File: config.mk
export PLATFORM = sky130hd
export DESIGN_NAME = ads124x_spi_emu
export DESIGN_NICKNAME = d
export VERILOG_FILES = /design/src/rtl/ads124x_spi_emu.sv
export SDC_FILE = /design/constraint.sdc
export NUM_CORES = 1
export LEC_CHECK = 0
export ABC_AREA = 1
export BUFFER_PORTS_ARGS = -buffer_cell sky130_fd_sc_hd__buf_2
export CORE_ASPECT_RATIO = 0.75
export CORE_UTILIZATION = 37
export DETAILED_ROUTE_END_ITERATION = 8
export SYNTH_ARGS = -nofsm -noshare
export SYNTH_HDL_FRONTEND = slang
export SYNTH_SLANG_ARGS = --single-unit
File: constraint.sdc
create_clock -name aclk -period 3.2 [get_ports aclk]
set_clock_uncertainty 0.15 [all_clocks]
set_input_delay 0 -clock aclk [delete_from_list [all_inputs] [get_ports aclk]]
set_output_delay 0 -clock aclk [all_outputs]
set_load 0.01 [all_outputs]
File: src/rtl/ads124x_spi_emu.sv
// ADS1248-style SPI slave emulator: register file over RREG/WREG, samples from AXI4-Stream
// served through RDATA/RDATAC, with DRDY generation.
module ads124x_spi_emu #(
   parameter int         NUM_REGS    = 15,
   parameter logic [3:0] ID_ADDR     = 4'hA,
   parameter logic [7:0] ID_VALUE    = 8'h90,
   parameter int         DRDY_HI_CYC = 4
) (
   input  logic        aclk,
   input  logic        areset,
   input  logic [31:0] s_axis_tdata,
   input  logic        s_axis_tvalid,
   output logic        s_axis_tready,
   input  logic        SCK,
   input  logic        SS,
   input  logic        DIN,
   output logic        DOUT,
   output logic        DOUT_T,
   input  logic        START,
   input  logic        RESET,
   output logic        DRDY,
   output logic        rdatac,
   output logic        frame_err
);

   typedef enum logic [2:0] {
      S_CMD, S_ARG_R, S_ARG_W, S_RD_REG, S_WR_REG, S_DATA
   } state_t;

   localparam logic [4:0] NUM_REGS_L = 5'(NUM_REGS);
   localparam logic [3:0] HI_CYC     = 4'(DRDY_HI_CYC);

   // ---------------------------------------------------------------- pin synchronizers
   logic [2:0] sck_q;
   logic [1:0] ss_q, din_q, rst_q;

   // NOTE: sequential state is always assigned with <= so every flop samples pre-edge values.
   always_ff @(posedge aclk) begin
      if (areset) begin
         sck_q <= '0;
         ss_q  <= 2'b11;
         din_q <= '0;
         rst_q <= 2'b11;
      end else begin
         sck_q <= {sck_q[1:0], SCK};
         ss_q  <= {ss_q[0], SS};
         din_q <= {din_q[0], DIN};
         rst_q <= {rst_q[0], RESET};
      end
   end

   logic ss_s, din_s, dev_rst, sck_rise, sck_fall;
   assign ss_s     = ss_q[1];
   assign din_s    = din_q[1];
   assign dev_rst  = ~rst_q[1];
   assign sck_rise = ~ss_s &  sck_q[1] & ~sck_q[2];
   assign sck_fall = ~ss_s & ~sck_q[1] &  sck_q[2];

   // ---------------------------------------------------------------- datapath state
   state_t      state, state_nxt;
   logic [3:0]  ptr, ptr_nxt, cnt, cnt_nxt;
   logic [2:0]  bit_cnt;
   logic [6:0]  in_sr;
   logic [23:0] out_shift;
   logic [4:0]  rd_cnt;
   logic [23:0] held;
   logic [3:0]  hi_cnt, hi_nxt;
   logic        drdy_nxt;
   logic [7:0]  regs [NUM_REGS];
   logic [7:0]  rd_byte, rx_byte;
   logic        byte_done, data_done, sample_acc, rd_busy, drdy_fall;
   logic        cmd_rst, load_rd, load_data, set_rdatac, clr_rdatac, wr_en, wr_ok;

   assign rx_byte    = {in_sr, din_s};
   assign byte_done  = sck_fall & (bit_cnt == 3'd7);
   assign data_done  = sck_fall & (rd_cnt == 5'd1);
   assign sample_acc = s_axis_tvalid & s_axis_tready & START;
   // An armed RDATAC preload only counts as in progress once its frame has opened.
   assign rd_busy    = (rd_cnt != 5'd0) && ((rd_cnt != 5'd24) || !ss_s);
   assign wr_ok      = wr_en && (ptr != ID_ADDR) && ({1'b0, ptr} < NUM_REGS_L);

   // ---------------------------------------------------------------- command FSM
   always_ff @(posedge aclk) begin
      if (areset) begin
         state <= S_CMD;
         ptr   <= '0;
         cnt   <= '0;
      end else begin
         state <= state_nxt;
         ptr   <= ptr_nxt;
         cnt   <= cnt_nxt;
      end
   end

   // NOTE: every signal driven here gets a default first, so no path can infer a latch.
   always_comb begin
      state_nxt  = state;
      ptr_nxt    = ptr;
      cnt_nxt    = cnt;
      cmd_rst    = 1'b0;
      load_rd    = 1'b0;
      load_data  = 1'b0;
      set_rdatac = 1'b0;
      clr_rdatac = 1'b0;
      wr_en      = 1'b0;
      if (ss_s || dev_rst) begin
         state_nxt = S_CMD;
      end else begin
         case (state)
            S_CMD: if (byte_done) begin
               case (rx_byte[7:1])
                  7'h03:   cmd_rst    = 1'b1;
                  7'h09:   begin load_data = 1'b1; state_nxt = S_DATA; end
                  7'h0A:   set_rdatac = 1'b1;
                  7'h0B:   clr_rdatac = 1'b1;
                  default: begin
                     if (!rdatac && rx_byte[7:4] == 4'h2) begin
                        ptr_nxt = rx_byte[3:0]; state_nxt = S_ARG_R;
                     end else if (!rdatac && rx_byte[7:4] == 4'h4) begin
                        ptr_nxt = rx_byte[3:0]; state_nxt = S_ARG_W;
                     end
                  end
               endcase
            end
            S_ARG_R: if (byte_done) begin
               cnt_nxt = rx_byte[3:0]; load_rd = 1'b1; state_nxt = S_RD_REG;
            end
            S_ARG_W: if (byte_done) begin
               cnt_nxt = rx_byte[3:0]; state_nxt = S_WR_REG;
            end
            S_RD_REG: if (byte_done) begin
               if (cnt == 4'd0) state_nxt = S_CMD;
               else begin
                  ptr_nxt = ptr + 4'd1; cnt_nxt = cnt - 4'd1; load_rd = 1'b1;
               end
            end
            S_WR_REG: if (byte_done) begin
               wr_en = 1'b1;
               if (cnt == 4'd0) state_nxt = S_CMD;
               else begin
                  ptr_nxt = ptr + 4'd1; cnt_nxt = cnt - 4'd1;
               end
            end
            S_DATA: if (data_done) state_nxt = S_CMD;
            default: state_nxt = S_CMD;
         endcase
      end
   end

   always_comb begin
      rd_byte = 8'h00;
      if (ptr_nxt == ID_ADDR) rd_byte = ID_VALUE;
      else if ({1'b0, ptr_nxt} < NUM_REGS_L) rd_byte = regs[ptr_nxt];
   end

   // A sample landing with the 24th fall wins and forces the high pulse.
   always_comb begin
      drdy_nxt = DRDY;
      hi_nxt   = hi_cnt;
      if (hi_cnt != 4'd0) begin
         hi_nxt = hi_cnt - 4'd1;
         if (hi_cnt == 4'd1) drdy_nxt = 1'b0;
      end
      if (sample_acc) begin
         if (DRDY && hi_cnt == 4'd0 && !data_done) drdy_nxt = 1'b0;
         else begin
            drdy_nxt = 1'b1;
            hi_nxt   = HI_CYC;
         end
      end else if (data_done) begin
         drdy_nxt = 1'b1;
         hi_nxt   = 4'd0;
      end
   end
   assign drdy_fall = DRDY & ~drdy_nxt;

   // ---------------------------------------------------------------- shift, register file, DRDY
   always_ff @(posedge aclk) begin
      frame_err <= 1'b0;
      if (areset || dev_rst) begin
         s_axis_tready <= ~areset;
         bit_cnt   <= '0;
         in_sr     <= '0;
         out_shift <= '0;
         rd_cnt    <= '0;
         DOUT      <= 1'b0;
         DOUT_T    <= 1'b1;
         rdatac    <= 1'b1;
         held      <= '0;
         DRDY      <= 1'b1;
         hi_cnt    <= '0;
         // NOTE: the register file has architectural reset values, so it is cleared like any flop.
         regs      <= '{default: 8'h00};
      end else begin
         s_axis_tready <= 1'b1;
         DOUT_T        <= ss_s;
         if (ss_s) begin
            bit_cnt   <= '0;
            DOUT      <= 1'b0;
            frame_err <= (bit_cnt != 3'd0);
            if (rd_cnt != 5'd24) begin
               rd_cnt    <= '0;
               out_shift <= '0;
            end
         end else begin
            if (sck_rise) begin
               DOUT      <= out_shift[23];
               out_shift <= {out_shift[22:0], 1'b0};
            end
            if (sck_fall) begin
               bit_cnt <= bit_cnt + 3'd1;
               in_sr   <= rx_byte[6:0];
               if (rd_cnt != 5'd0) rd_cnt <= rd_cnt - 5'd1;
            end
            if (load_rd) out_shift <= {rd_byte, 16'h0000};
         end

         if (cmd_rst) begin
            regs   <= '{default: 8'h00};
            rdatac <= 1'b1;
         end
         if (set_rdatac) rdatac <= 1'b1;
         if (clr_rdatac) rdatac <= 1'b0;
         if (wr_ok) regs[ptr] <= rx_byte;

         if (sample_acc) held <= s_axis_tdata[23:0];
         DRDY   <= drdy_nxt;
         hi_cnt <= hi_nxt;
         if (drdy_fall && rdatac && !rd_busy) begin
            out_shift <= sample_acc ? s_axis_tdata[23:0] : held;
            rd_cnt    <= 5'd24;
         end
         if (load_data) begin
            out_shift <= held;
            rd_cnt    <= 5'd24;
         end
      end
   end

endmodule
==> results of run 1 <==
-- synth_stat cells (5+ instances only) --
library cell,instances,area share
buf_2,15,0.0071
inv_1,112,0.040
a21oi_1,183,0.086
a211oi_1,5,0.0035
dfxtp_1,213,0.40
nand4_1,9,0.0053
nor3_1,8,0.0038
inv_2,16,0.0057
nand3_1,141,0.066
buf_6,8,0.0085
a31oi_1,6,0.0035
mux2i_1,15,0.014
o21ai_1,8,0.0038
o21ai_0,177,0.083
o211ai_1,5,0.0035
nand2_1,383,0.14
ha_1,13,0.015
nor2_1,128,0.045
clkbuf_1,73,0.026
nand3b_1,10,0.0071
-- area by class of cell --
type                    instances  area, um^2  area share
well taps                     385         482      0.0392
inverters                     130         493      0.0401
flip-flops and latches        213        4270       0.347
clock buffers                  31         626      0.0509
repair buffers                111         902      0.0734
clock inverters                 9        52.6     0.00428
multi-input cells            1130        5470       0.445
-- registers in the layout (all words and copies together) (netlist names), 2 cells and up --
signal / cells
rd_cnt: 5
state: 3
bit_cnt: 3
out_shift: 24
din_q: 2
ptr: 4
hi_cnt: 4
sck_q: 3
held: 24
in_sr: 7
rst_q: 2
regs: 120
cnt: 4
ss_q: 2
-- power by group through the flow --
stage | clock network, W | registers, W | logic, W
floorplan | 0 | 0.00283 | 0.000656
global placement | 0 | 0.00284 | 0.000855
detailed placement | 0 | 0.00284 | 0.000867
CTS | 0.00252 | 0.00278 | 0.000902
global route | 0.00264 | 0.00279 | 0.00104
finish | 0.00247 | 0.00278 | 0.000919
-- kinds of logic after synthesis --
kind of cell | synth area share
AOI/OAI and AO/OA | 0.190
xor gates and xnor gates | 0.00412
adders and majority gates | 0.0153
buffers and inverters | 0.0905
DFF | 0.401
muxes | 0.0141
and+or+nand+nor | 0.284
-- path summary, 6_finish.rpt --
check / end / depth (start not counted) / start / slack (ns)
setup reg to reg: out_shift[19] / 21 / bit_cnt[0] / 0.23
setup / recovery: out_shift[19] / 21 / bit_cnt[0] / 0.23
hold / removal: hi_cnt[2] / 5 / s_axis_tvalid / 0.04
hold reg to reg: sck_q[1] / 2 / sck_q[0] / 0.25
-- worst min-delay path: stages --
cell	delay (ns)
buf_2	0.08
nand3_2	0.08
buf_4	0.28
nand4_1	0.15
a21oi_1	0.06
-- repair_timing --
action                                  4_1_cts  5_1_grt
hold buffers                                 35        0
endpoints found under the setup margin        0       11
endpoints found under the hold margin        68        0
buffers inserted                              0        3
resized for setup                             0       16
-- per-stage QoR --
step / power [W] / instances
2_1_floorplan: 0.00349 / 1576
3_5_place_dp: 0.00371 / 1931
5_1_grt: 0.00647 / 2009
6_report: 0.00617 / 2009
4_1_cts: 0.00620 / 2006
3_3_place_gp: 0.00370 / 1931
-- layer usage --
layer  routed length [um]  vias up  GRT usage
li1                     -     5236          -
met1                15000     4629      0.306
met2                12200      244      0.296
met3                 1600       31     0.0258
met4                  476        0     0.0380
met5                    0        -          0
==> impl_results.md, run 1 <==
- Drt wl/cell: 14.6 um
- DP HPWL: 18.7 mm
- Mean area per synthesized cell: 6.74 um^2
- Register share of total power: 0.451
- TritonRoute pass-1 iters: 5
- CP max stage cell: dfxtp_1
- Cell family with most CP delay: simple AND/OR/NAND/NOR gates
- Max clock buf depth: 3
- All-Layer GR Usage: 0.200
- Synth Instances: approximately 1600
- Fin. max-slew vios: 0
- Cell area after layout: 12300 um^2
- Endpoints failing setup: 0
- Crit path buffers/inverters: 2
- Total number of vias: 10100
- Root Buffer: clkbuf_16
- Antenna-violating nets left: 0
- IO Pins: 46
- Nets: 1662
- Crit. End Element: flop
- Ys Warns: 0
- Starting Density: 0.378
- Crit path DAT: 3.25 ns
- Clk slew on worst S/H paths: approximately 0.06 ns
- Clock tree from TritonCTS: built
- Worst hold slack: 0.0435 ns
- Final Hold Fails: 0
- Max_cap viols: 0
- GRT Residual Overflow: 0
- Seq/Total Area, Yosys: 0.401
- LEAKAGE: 5.06 nW
- Clock insertion delay at the later pin of the skew report: 0.52 ns
- DP Worst Slack: 0.133 ns
- Switching share of power: 0.283
- Worst setup margin: approximately 0.23 ns
- Number of global-route vias before repair: 9114
- Area grow syn2layout: 15.6%
- WP data required: 3.47 ns
- Tcrit/Tclk final: 0.930
- FF+latch count, synth: 213
- Fmax: 336 MHz
- Global-route wire length before repair: 47.5 mm
- Area after DPL: around 11000 um^2
- Row count: 53
- Distinct cells, synth: 43
- Share of cells above drive strength 1: 0.0985
- Ant diodes: 0
- Status: complete, no violations
- Main flop type after synthesis: dfxtp_1
- Gate power share: 0.149
- DIE WIDTH: just under 200 um
- Commonest non-fill, non-tap cell in the layout: nand2_1
- H-tree Lvls: 1
- Most frequent cells in the layout: nand2_1, dfxtp_1, a21oi_1
- Mapped Area: 10600 um^2
- Largest net degree at the start of global routing: 81
- Post-synth net total: about 1600
- Port-buffer cells: 37
- Worst rel slew slack: 0.495
- Post-synth EDFFs: 0
- Worst path cell trace: ha_1, ha_1, inv_1, nor2_8, nand3_2, nand2_1, nand3_2, nand2_4, nand2_8, buf_12, nand2_1, nand2_1, nand2_1, nand3_1, nand3_1, nand3_1, nand2_1, nand2_1, nand2_1, nand2_1, a21oi_1
- Pwr Density: 502 nW/um^2
- TritonCTS Buffers: 23
- Crit start category: flop
- # fillers: 2954
- Worst-margin pin slew: about 0.76 ns
- Max stage delay on crit path: 0.34 ns
- Vias/cell: between 5 and 6
- Die footprint: 29400 um^2
- Worst-path fanout max: 29
- Die height: roughly 150 um
- Power share of the clock group: 0.400
- Routability cong.: 0.879
- Initial DRC Count: ~840
- CTS Sinks: roughly 210
- Synth async-reset ratio: 0
- Tmin final: 2.97 ns
- Initial antenna violation count: 0
- Core Area: between 20000 and 30000 um^2
- Setup TNS Final: 0 ns
- Cell repeated most along the worst path: nand2_1
- Worst hold path class: in2reg
- DRC viols: 0
- Final core utilization: 0.437
- Internal: 0.00443 W
- Final WL: 29.3 mm
- Sw Pwr: 0.00174 W
- Peak VDD IR: 0.380 mV
- Class of the most critical setup path: reg2reg
(Power assumes the default switching activity.)
==> run 2: changes to the inputs <==
--- a/config.mk
+++ b/config.mk
@@ -10,6 +10,7 @@
 export CORE_ASPECT_RATIO = 0.75
 export CORE_UTILIZATION = 37
 export DETAILED_ROUTE_END_ITERATION = 8
+export PLACE_DENSITY = 0.54
 export SYNTH_ARGS = -nofsm -noshare
 export SYNTH_HDL_FRONTEND = slang
 export SYNTH_SLANG_ARGS = --single-unit
==> impl_results.md, run 2 (same netlist as run 1, synthesis figures left out) <==
- Status: complete, no violations
- Worst path cell trace: buf_4, nor2_1, inv_2, a21oi_4, inv_1, nand2_2, buf_4, nand3_1, nand2_1, nand2_1, nand3_1, nand3_1, nand3_1, nand2_1, nand2_1, nand2_1, nand2_1, a21oi_1
- LEAKAGE: 5.13 nW
- Max stage delay on crit path: 0.40 ns
- FF-to-FF End: out_shift[21]
- Biggest register: regs
- Initial antenna violation count: 0
- Drt wl/cell: between 15 and 20 um
- WHS Endpoint: held[4]
- RSZ-0062 raised after global routing: no
- Vias/cell: approximately 5.1
- Row count: 53
- Total power: 0.00647 W
- GRT Residual Overflow: 0
- Worst-path fanout max: 33
- Die footprint: 29400 um^2
- Starting Density: 0.378
- Routability cong.: 0.851
- Crit. End Element: flop
- Worst-margin pin slew: 0.762 ns
- Clk slew on worst S/H paths: 0.06 ns
- Max clock buf depth: 3
- Fin. max-slew vios: 0
- CP max stage cell: buf_4
- CTS Sinks: 213
- Worst rel slew slack: 0.492
- Share of cells above drive strength 1: 0.101
- Max_cap viols: 0
- Most frequent cells in the layout: nand2_1, dfxtp_1, a21oi_1
- Peak VDD IR: 0.314 mV
- Worst hold slack: 0.0728 ns
- Total number of vias: 10200
- Clock insertion delay at the later pin of the skew report: approximately 0.5 ns
- Area grow syn2layout: 16.9%
- DRC viols: 0
- Gate power share: 0.144
- Worst R2R Path Depth: 18
- DP HPWL: 19.5 mm
- Register share of total power: 0.430
- Endpoints failing setup: 0
- Core Area: about 28000 um^2
- Area after DPL: 11300 um^2
- Final Hold Fails: 0
- Initial DRC Count: 820
- Ant diodes: 0
- Die height: between 100 and 150 um
- Power share of the clock group: 0.425
- H-tree Lvls: 1
- Port-buffer cells: 37
- Cell repeated most along the worst path: nand2_1
- Switching share of power: 0.273
- Sw Pwr: 0.00176 W
- All-Layer GR Usage: 0.210
- Nets: 1670
- Hold Startpoint: s_axis_tvalid
- Internal: 0.00471 W
- Setup TNS Final: 0 ns
- Pwr Density: 521 nW/um^2
- Worst Hold Depth: 5
- DIE WIDTH: 198 um
- Tmin final: 3.03 ns
- TritonRoute pass-1 iters: 5
- Largest net degree at the start of global routing: roughly 150
- Reg-to-reg startpoint: ss_q[1]
- Global-route wire length before repair: 49.4 mm
- Tcrit/Tclk final: 0.948
- Antenna-violating nets left: 0
- # fillers: 2977
- Commonest non-fill, non-tap cell in the layout: nand2_1
- IO Pins: 46
- TritonCTS Buffers: 23
- Max FFs per register: 120
- Largest registers: regs x120, held x24, out_shift x24
- Number of global-route vias before repair: 9139
- Crit start category: flop
- Fmax: about 330 MHz
- Root Buffer: clkbuf_16
- Worst hold path class: in2reg
- Clock tree from TritonCTS: built
- WP data required: 3.41 ns
- Reg2Reg Setup Slack: 0.17 ns
- Final WL: around 31 mm
- Class of the most critical setup path: reg2reg
- Crit path DAT: approximately 3.2 ns
- Cell area after layout: 12400 um^2
## run 2: layout make-up
cell class | count | area [um^2] | share of cell area
clock buffer | 32 | 649 | 0.0523
clock inverter | 7 | 110 | 0.00886
inverter | 130 | 490 | 0.0395
multi-input combinational | 1130 | 5460 | 0.440
sequential | 213 | 4260 | 0.343
tap | 385 | 482 | 0.0388
timing repair buffer | 119 | 967 | 0.0778
## run 2: critical path, delay by kind of cell (launching register included)
| family | cells | cell delay (ns) |
|---|---|---|
| flip-flops | 1 | 0.31 |
| AO/OA/AOI/OAI | 2 | 0.32 |
| buffers and inverters | 4 | 0.75 |
| AND/OR/NAND/NOR | 12 | 1.32 |
## run 2: worst max path at each step
stage,from,end
finish,ss_q[1],out_shift[21]
global route,cnt[0],out_shift[18]
CTS,s_axis_tready,out_shift[8]
detailed placement,cnt[0],out_shift[17]
global placement,cnt[0],out_shift[18]
floorplan,hi_cnt[0],out_shift[19]
## run 2: power by group through the flow
stage	clock network, W	registers [W]	logic [W]
after global placement	0	0.00284	0.000876
after detailed placement	0	0.00284	0.000886
after global routing	0.00293	0.00279	0.00105
final	0.00275	0.00278	0.000935
after floorplan	0	0.00283	0.000656
after CTS	0.00282	0.00278	0.000921
## run 2: layer usage
metal,share of wire,vias to the layer above,track usage,routed length [um]
met4,0.016,0,0.0450,501
li1,-,5248,-,-
met2,0.41,224,0.306,12700
met1,0.52,4708,0.324,16100
met3,0.048,42,0.0267,1470
met5,0,-,0,0
## run 2: what timing repair did
action	in CTS	in global routing
endpoints found under the setup margin	0	26
hold endpoints to repair	71	0
gates resized for setup	0	10
buffers inserted	0	0
hold buffers	35	0
## run 2: through the flow
step	setup slack, ns	instances	util
after detailed placement	0.116	1942	0.401
after floorplan	0.804	1576	-
after global routing	0.00205	2016	0.442
final	0.168	2016	0.442
after CTS	0.00122	2016	0.440
after global placement	0.189	1942	0.401
==> run 3: changes to the inputs <==
--- a/config.mk
+++ b/config.mk
@@ -10,7 +10,7 @@
 export CORE_ASPECT_RATIO = 0.75
 export CORE_UTILIZATION = 37
 export DETAILED_ROUTE_END_ITERATION = 8
-export PLACE_DENSITY = 0.54
+export PLACE_DENSITY = 0.56
 export SYNTH_ARGS = -nofsm -noshare
 export SYNTH_HDL_FRONTEND = slang
 export SYNTH_SLANG_ARGS = --single-unit
==> constraint.sdc (replaced) <==
create_clock -name aclk -period 2.7 [get_ports aclk]
set_clock_uncertainty 0.15 [all_clocks]
set_input_delay 0 -clock aclk [delete_from_list [all_inputs] [get_ports aclk]]
set_output_delay 0 -clock aclk [all_outputs]
set_load 0.01 [all_outputs]
==> impl_results.md, run 3 (same netlist as run 1, synthesis figures left out) <==
- Fin. max-slew vios: 0
- Max_cap viols: 0
- Largest registers: regs x120, held x24, out_shift x24
- Share of cells above drive strength 1: 0.195
- Final WL: 33.0 mm
- Status: complete, no violations
- Final Hold Fails: 0
- Die height: 149 um
- Total number of vias: 10700
- Placed Instances: roughly 2000
- Global-route wire length before repair: 50.6 mm
- GRT Residual Overflow: 0
- Worst-margin pin slew: roughly 0.67 ns
- Worst hold path class: in2reg
- # fillers: 2831
- Most frequent cells in the layout: nand2_1, dfxtp_1, a21oi_1
- Number of global-route vias before repair: 9378
- Antenna-violating nets left: 0
- TritonRoute pass-1 iters: 5
- Starting Density: 0.378
- Row count: 53
- Crit path DAT: 3.00 ns
- RSZ-0062 raised after global routing: yes
- DIE WIDTH: 198 um
- Endpoints failing setup: 0
- Multi-input gate area: 5900 um^2
- Biggest register: regs
- WP data required: 3.02 ns
- Ant diodes: 0
- Initial antenna violation count: 0
- Area grow syn2layout: 29.3%
- Final core utilization: 0.489
- Crit start category: flop
- Setup TNS Final: 0 ns
- DP HPWL: around 20 mm
- Worst rel slew slack: 0.554
- Pwr Density: 587 nW/um^2
- Clk slew on worst S/H paths: 0.06 ns
- Area after DPL: 11700 um^2
- Largest net degree at the start of global routing: 100
- Port-buffer cells: 37
- Worst-path fanout max: 8
- Cell area after layout: 13700 um^2
- Clock tree from TritonCTS: built
- Vias/cell: 5.11
- Root Buffer: clkbuf_16
- Max FFs per register: 120
- Final non-filler cell total: 2089
- Class of the most critical setup path: reg2reg
- Die footprint: 29400 um^2
- Fmax: 374 MHz
- Sequential Area: ~4300 um^2
- Clock insertion delay at the later pin of the skew report: 0.54 ns
- Nets: ~1700
- Commonest non-fill, non-tap cell in the layout: nand2_1
- CTS Sinks: 213
- H-tree Lvls: 1
- LEAKAGE: ~5.7 nW
- DRC viols: 0
- Initial DRC Count: 932
- Core Area: 28100 um^2
- TritonCTS Buffers: 24
- Max clock buf depth: 3
- All-Layer GR Usage: 0.213
- Routability cong.: roughly 0.87
- Drt wl/cell: 15.8 um
- Crit. End Element: flop
- IO Pins: 46
- Peak VDD IR: 0.462 mV
- Worst hold slack: 0.0945 ns
- Tcrit/Tclk final: 0.991
- Tmin final: 2.68 ns
[run 3: cell count changes in the layout (fill, tap and decap cells not counted), moves of 6 or more]
cell       change
buf_12        +11
nor2_1        -19
buf_4         +39
clkbuf_16      +9
nand2_1       -23
nand3_1       -33
nand3_2       +29
nor2_2        +15
nand2_2       +20
a21oi_1        -6
[run 3: metal layers]
layer	vias to the layer above	wire (um)	GRT usage
met2	296	13300	0.306
met1	4908	17100	0.334
met3	38	1920	0.0301
met5	-	0	0
met4	0	558	0.0430
li1	5428	-	-
[run 3: power breakdown]
group          switching, W  internal (W)
logic              0.000809      0.000555
registers         0.0000641       0.00324
clock network       0.00135       0.00205
[run 3: path summary, 6_finish.rpt]
path	startpoint	end	slack, ns	cells after the start
worst max register to register	bit_cnt[1]	out_shift[18]	0.02	21
worst min-delay path	s_axis_tdata[11]	held[11]	0.09	4
worst min register to register	din_q[0]	din_q[1]	0.25	2
worst max-delay path	bit_cnt[1]	out_shift[18]	0.02	21
[run 3: critical path: stages (launching register included)]
cell	delay (ns)
dfxtp_2	0.35
ha_4	0.14
ha_4	0.14
inv_4	0.04
nor2_8	0.15
nand3_4	0.12
nand2_4	0.09
nand3_4	0.09
nand2_8	0.15
nand2_8	0.14
buf_4	0.18
nand2_1	0.05
nand2_1	0.04
nand2_1	0.06
nand3_2	0.12
nand3_2	0.13
nand3_1	0.08
nand2_1	0.07
nand2_1	0.06
nand2_1	0.09
nand2_1	0.05
a21oi_1	0.12
[run 3: per-stage QoR]
| stage | setup WS, ns | power (W) |
|---|---|---|
| 6_report | 0.0242 | 0.00806 |
| 5_1_grt | -0.132 | 0.00842 |
| 4_1_cts | -0.0182 | 0.00795 |
| 3_5_place_dp | -0.0941 | 0.00449 |
| 3_3_place_gp | -0.0919 | 0.00448 |
| 2_1_floorplan | 0.304 | 0.00413 |
[run 3: what timing repair did]
item,in CTS,in global routing
cloned,0,11
pin swaps,0,52
hold buffers,36,0
resized for setup,12,133
hold endpoints to repair,71,0
buffers inserted,2,11
setup endpoints to repair,24,26
[run 3: area by class of cell]
cell class,count,area share
Timing Repair Buffer,186,0.129
Sequential cell,213,0.311
Tap cell,385,0.0351
Clock inverter,5,0.00574
Multi-Input combinational cell,1132,0.429
Clock buffer,38,0.0534
Inverter,130,0.0370
